### config.mk
export PLATFORM = sky130hd
export DESIGN_NAME = flag_wb_stage
export DESIGN_NICKNAME = d
export VERILOG_FILES = /design/src/rtl/flag_wb_pkg.sv /design/src/rtl/wb_skid_buf.sv /design/src/rtl/flag_wb_stage.sv
export SDC_FILE = /design/constraint.sdc
export NUM_CORES = 1
export LEC_CHECK = 0
export ABC_CLOCK_PERIOD_IN_PS = 2100
export CORE_ASPECT_RATIO = 1.5
export CORE_MARGIN = 2
export CORE_UTILIZATION = 35
export CTS_BUF_LIST = sky130_fd_sc_hd__clkbuf_8
export CTS_CLUSTER_SIZE = 30
export DETAILED_ROUTE_END_ITERATION = 7
export GPL_TIMING_DRIVEN = 0
export PLACE_DENSITY = 0.61
export SETUP_SLACK_MARGIN = 0.1
export SYNTH_ARGS = -nofsm -noshare
export SYNTH_HDL_FRONTEND = slang
export SYNTH_HIERARCHICAL = 1
export SYNTH_SLANG_ARGS = --single-unit
### constraint.sdc
create_clock -name clk -period 2.1 [get_ports clk]
set_input_delay 0.525 -clock clk [delete_from_list [all_inputs] [get_ports clk]]
set_output_delay 0.525 -clock clk [all_outputs]
set_load 0.05 [all_outputs]
### src/rtl/flag_wb_pkg.sv
// Shared types for the flag/writeback stage: condition encoding, flag register
// layout, skid-buffer states and the condition evaluator.
package flag_wb_pkg;

  typedef enum logic [3:0] {
    COND_NEVER = 4'd0,
    COND_EQ    = 4'd1,
    COND_NE    = 4'd2,
    COND_CS    = 4'd3,
    COND_CC    = 4'd4,
    COND_MI    = 4'd5,
    COND_PL    = 4'd6,
    COND_VS    = 4'd7,
    COND_VC    = 4'd8,
    COND_LT    = 4'd9,
    COND_GE    = 4'd10,
    COND_HI    = 4'd11
  } cond_e;

  typedef struct packed {
    logic o;
    logic c;
    logic s;
    logic z;
  } flags_t;

  typedef enum logic [1:0] {
    ST_EMPTY = 2'd0,
    ST_ONE   = 2'd1,
    ST_TWO   = 2'd2
  } skid_state_e;

  // Selectors 12..15 are reserved and evaluate false.
  function automatic logic eval_cond(input flags_t f, input logic [3:0] sel);
    logic res;
    res = 1'b0;
    case (sel)
      COND_NEVER: res = 1'b0;
      COND_EQ:    res = f.z;
      COND_NE:    res = !f.z;
      COND_CS:    res = f.c;
      COND_CC:    res = !f.c;
      COND_MI:    res = f.s;
      COND_PL:    res = !f.s;
      COND_VS:    res = f.o;
      COND_VC:    res = !f.o;
      COND_LT:    res = (f.s != f.o);
      COND_GE:    res = (f.s == f.o);
      COND_HI:    res = f.c && !f.z;
      default:    res = 1'b0;
    endcase
    return res;
  endfunction

endpackage

### src/rtl/wb_skid_buf.sv
// Two-entry FIFO skid buffer with registered ready/valid; the upstream ready
// never depends combinationally on the downstream ready.
module wb_skid_buf
  import flag_wb_pkg::*;
#(
  parameter int W = 20
) (
  input  logic         clk,
  input  logic         rst_n,
  input  logic         push_valid,
  output logic         push_ready,
  input  logic [W-1:0] push_data,
  output logic         pop_valid,
  input  logic         pop_ready,
  output logic [W-1:0] pop_data
);

  skid_state_e state_r, state_next_s;
  logic [W-1:0] head_r, tail_r;
  logic ready_r, valid_r;
  logic push_s, pop_s;

  assign push_s     = push_valid && ready_r;
  assign pop_s      = valid_r && pop_ready;
  assign push_ready = ready_r;
  assign pop_valid  = valid_r;
  assign pop_data   = head_r;

  // Next-state logic for the occupancy FSM.
  always_comb begin
    state_next_s = state_r;
    case (state_r)
      ST_EMPTY: begin
        if (push_s) state_next_s = ST_ONE;
        else        state_next_s = ST_EMPTY;
      end
      ST_ONE: begin
        if (push_s && !pop_s)      state_next_s = ST_TWO;
        else if (!push_s && pop_s) state_next_s = ST_EMPTY;
        else                       state_next_s = ST_ONE;
      end
      ST_TWO: begin
        if (pop_s) state_next_s = ST_ONE;
        else       state_next_s = ST_TWO;
      end
      default: state_next_s = ST_EMPTY;
    endcase
  end

  // State register; ready/valid are registered images of the next state.
  always_ff @(posedge clk or negedge rst_n) begin
    if (!rst_n) begin
      state_r <= ST_EMPTY;
      ready_r <= 1'b0;
      valid_r <= 1'b0;
    end else begin
      state_r <= state_next_s;
      ready_r <= (state_next_s != ST_TWO);
      valid_r <= (state_next_s != ST_EMPTY);
    end
  end

  // Entry storage: head is always the oldest entry, tail only used in TWO.
  always_ff @(posedge clk or negedge rst_n) begin
    if (!rst_n) begin
      head_r <= '0;
      tail_r <= '0;
    end else begin
      case (state_r)
        ST_EMPTY: if (push_s) head_r <= push_data;
        ST_ONE: begin
          if (push_s && pop_s) head_r <= push_data;
          else if (push_s)     tail_r <= push_data;
        end
        ST_TWO: if (pop_s) head_r <= tail_r;
        default: head_r <= head_r;
      endcase
    end
  end

endmodule

### src/rtl/flag_wb_stage.sv
// Writeback stage: buffers {result,dest} for the register file and keeps the
// {O,C,S,Z} flag register. Define FLAG_WB_STATS_EN to add the wb_count output.
module flag_wb_stage
  import flag_wb_pkg::*;
#(
  parameter int BITS = 16,
  parameter int AW   = 4
) (
  input  logic            clk,
  input  logic            rst_n,
  input  logic            in_valid,
  output logic            in_ready,
  input  logic [BITS-1:0] resu,
  input  logic            o,
  input  logic            c,
  input  logic            s,
  input  logic            flag_we,
  input  logic [AW-1:0]   dest,
  output logic            wb_valid,
  input  logic            wb_ready,
  output logic [BITS-1:0] wb_data,
  output logic [AW-1:0]   wb_addr,
  output logic [3:0]      flags,
  input  logic [3:0]      cond,
`ifdef FLAG_WB_STATS_EN
  output logic [15:0]     wb_count,
`endif
  output logic            cond_true
);

  localparam int W = BITS + AW;

  flags_t flags_r;
  logic   push_s;

  assign push_s    = in_valid && in_ready;
  assign flags     = flags_r;
  assign cond_true = eval_cond(flags_r, cond);

  wb_skid_buf #(.W(W)) u_skid (
    .clk        (clk),
    .rst_n      (rst_n),
    .push_valid (in_valid),
    .push_ready (in_ready),
    .push_data  ({dest, resu}),
    .pop_valid  (wb_valid),
    .pop_ready  (wb_ready),
    .pop_data   ({wb_addr, wb_data})
  );

  // Flags follow the youngest accepted op; Z is derived here from the result.
  always_ff @(posedge clk or negedge rst_n) begin
    if (!rst_n) begin
      flags_r <= '0;
    end else if (push_s && flag_we) begin
      flags_r <= '{o: o, c: c, s: s, z: (resu == '0)};
    end
  end

`ifdef FLAG_WB_STATS_EN
  logic [15:0] wb_count_r;
  assign wb_count = wb_count_r;

  // Saturating count of retired entries.
  always_ff @(posedge clk or negedge rst_n) begin
    if (!rst_n) begin
      wb_count_r <= 16'd0;
    end else if (wb_valid && wb_ready && (wb_count_r != 16'hFFFF)) begin
      wb_count_r <= wb_count_r + 16'd1;
    end
  end
`endif

endmodule

==> flow_summary_export.csv <==
group,metric,value,unit
synthesis,synth_area_per_cell,14.6,µm²
route,routed_wire_length_per_instance,16.2,µm
synthesis,netlist.top_cell.by_area,"sky130_fd_sc_hd__dfrtp_1",
sta,grt_setup_unrepaired,"true",
layout,ff_latch_area,0.00120,mm²
worst_setup_path,cp.arrival,1.62,ns
layout,fin_nets,258,
layout,share_of_cells_above_drive_strength_1,0.388,
route,dr_total_vias,1530,
sta,final.setup_skew,0.00416,ns
worst_setup_path,crit_chain,"mux2_4, a221oi_2, a41o_2, buf_8",
worst_setup_path,path_delay_family,"flip-flops",
floorplanning,die_area,0.00733,mm²
floorplanning,chip_width,70.6,µm
sta,period_needed,2.14,ns
sta,final_hold_violation_count,0,
grt,gr_usage_total,0.142,
place,post-dp-hpwl,3530,µm
sta,whs,0.0912,ns
sta,tightestPinTransition,0.528,ns
route,detail_route.wirelength,4900,µm
grt,grt-ovfl-total,0,
clocking,tritoncts_clock_tree,"built",
layout,multiInputGateArea,0.00108,mm²
clocking,worst_setup_hold_path_clk_slew,0.08,ns
sta,setup-tns-final,-0.0439,ns
route,drc_errors,0,
sta,post-route-worst-setup-slack,-0.0439,ns
clocking,ctsLongestPathBuffers,2,
power_and_ir_drop,p_total,4.79,mW
place,post-place-ws,-1.08,ns
clocking,worst_skew_pair.late_latency,0.30,ns
layout,finalNonFillerCells,303,
place,io_buffers,58,
floorplanning,effective_utilization_at_floorplan,0.359,
route,first_iter_violations,20,
sta,fin_crit_sh,1.02,
clocking,clockRootBuffer,"sky130_fd_sc_hd__clkbuf_8",
power_and_ir_drop,cellLeakagePower,1.51,nW
layout,final_common_cell,"sky130_fd_sc_hd__dfrtp_1",
clocking,post-cts-setup-buffer-count,0,
worst_setup_path,critical_path_peak_fanout,8,
clocking,tritoncts.num_buffers,5,
synthesis,ys.warnings.count,6,
synthesis,mappedNetlistNets,192,
floorplanning,boundaryPins,59,
clocking,ctsHoldBuffers,0,
clocking,cts.sink_count,48,
grt,antenna_found_initial,0,
layout,final_area,0.00317,mm²
sta,setup_viol,1,
place,globalplace.congestion,0.801,
layout,antennaDiodeCount,0,
power_and_ir_drop,p_per_area,1510,mW/mm²
synthesis,synth.yosys.seq_area_share,0.516,
grt,grt_pass1_vias,1630,
synthesis,netlist_instances,160,
route,vias_per_cell,5.05,
synthesis,synth.distinct_cells,34,
synthesis,synthesis.area,0.00233,mm²
grt,wire_length_of_the_first_global_routing_pass,8230,µm
place,placement.cell_area,0.00302,mm²
layout,final_core_util,0.488,
sta,final-max-slew-violation-count,0,
synthesis,synthTopCellsByArea,"sky130_fd_sc_hd__dfrtp_1 52%, sky130_fd_sc_hd__mux2_2 21%, sky130_fd_sc_hd__mux2_4 12%, sky130_fd_sc_hd__buf_6 1.9%, sky130_fd_sc_hd__mux2_1 1.5%",
worst_setup_path,timing.critical_path.buf_inv,1,
clocking,htreeDepth,2,
floorplanning,placement_rows,36,
floorplanning,die_height,104,µm
worst_setup_path,worstSetupEndpointType,"output pin",
job,drv.max_cap_violation_count,0,
status,run_status,"finished with violations",
floorplanning,fp.coreArea,0.00649,mm²
worst_setup_path,kind_of_critical_path,"reg2out",
grt,grt_max_degree,39,
worst_setup_path,critical_path.startpoint_type,"flip-flop",
layout,final_cell_mix,"47 x sky130_fd_sc_hd__dfrtp_1, 42 x sky130_fd_sc_hd__mux2_2, 27 x sky130_fd_sc_hd__clkdlybuf4s50_1, 19 x sky130_fd_sc_hd__mux2_4, 14 x sky130_fd_sc_hd__dlygate4sd2_1",
min_path,worstHoldPathType,"in2async",
worst_setup_path,critPathSlowestCell,"sky130_fd_sc_hd__dfrtp_2",
route,detailedRoute.firstPassIterationCount,4,
synthesis,yosys.area.top_type_share,0.516,
place,dpl.cell_count,295,
synthesis,synth.ff_latch_count,48,
layout,layout.filler_cells,636,
status,failed_checks,"negative setup slack",
sta,slew_headroom,0.647,
layout,syn2layout_area_growth,36.1,%
route,antenna_violating_nets_post_route,0,
sta,fmax,466,MHz
worst_setup_path,biggest_cell_delay_along_the_critical_path,0.49,ns
power_and_ir_drop,max-vdd-ir-drop,0.000998,V
worst_setup_path,worst-endpoint-required,1.57,ns
what timing repair did:
item	4_1_cts	5_1_grt
hold endpoints to repair	0	0
gates resized for setup	35	14
pin swaps	3	2
setup endpoints to repair	14	14
registers in the layout, indices dropped and copies added (netlist names):
register and cells:
u_skid/push_ready 1, u_skid/tail_r 20, u_skid/state_r 2, u_skid/pop_valid 1
flags 4, u_skid/pop_data 20
area by class of cell:
cell class | instances | share of cell area
sequential | 48 | 0.380
buffer | 7 | 0.0221
timing repair buffer | 59 | 0.191
clock buffer | 5 | 0.0217
tap | 76 | 0.0300
clock inverter | 3 | 0.0122
inverter | 2 | 0.00237
multi-input combinational | 103 | 0.341
routing by layer:
| metal | up-vias | wire length (µm) | global-route usage |
|---|---|---|---|
| met1 | 767 | 2080 | 0.179 |
| li1 | 716 | - | - |
| met3 | 6 | 228 | 0.0291 |
| met5 | - | 0 | 0 |
| met4 | 0 | 76 | 0.0485 |
| met2 | 41 | 2520 | 0.239 |
kinds of logic after synthesis:
group	synth area share
buffers and inverters	0.0333
multiplexers	0.343
AO/OA/AOI/OAI	0.0511
flip-flops	0.516
AND/OR/NAND/NOR	0.0570
report_power, final:
part / internal, mW / switching, mW / leakage (nW)
clock network: 0.349 / 0.307 / 0.0593
registers: 1.38 / 0.265 / 0.567
logic: 1.09 / 1.40 / 0.887
total: 2.82 / 1.97 / 1.51
cell usage after synthesis (all sizes together):
cell type / count
o21ai: 3
a21o: 1
o21a: 1
dfrtp: 48
nor2: 1
inv: 2
nor4b: 1
nand3: 4
a31oi: 1
nand2b: 2
nor4: 4
a21boi: 1
o211ai: 1
a41o: 1
and3b: 1
nand4: 1
and2: 2
a211o: 1
nor3b: 2
nand2: 4
a21oi: 2
mux2: 64
a221oi: 1
o2bb2ai: 1
mux2i: 1
o31ai: 1
buf: 7
nor3: 1
worst paths after layout:
| check | from | cells after the start | slack [ns] | to |
|---|---|---|---|---|
| max in group asynchronous | rst_n | 2 | 1.53 | u_skid/pop_data[7] |
| worst min-delay path | rst_n | 1 | 0.09 | u_skid/state_r[1] |
| worst max-delay path | flags[1] | 4 | -0.04 | cond_true |
| worst min register to register | u_skid/pop_data[12] | 1 | 0.50 | u_skid/pop_data[12] |
| min in group clk | u_skid/pop_data[12] | 1 | 0.50 | u_skid/pop_data[12] |
| worst max register to register | u_skid/state_r[0] | 6 | 0.44 | u_skid/pop_data[16] |
No activity file was read; power rests on OpenSTA's default activity.
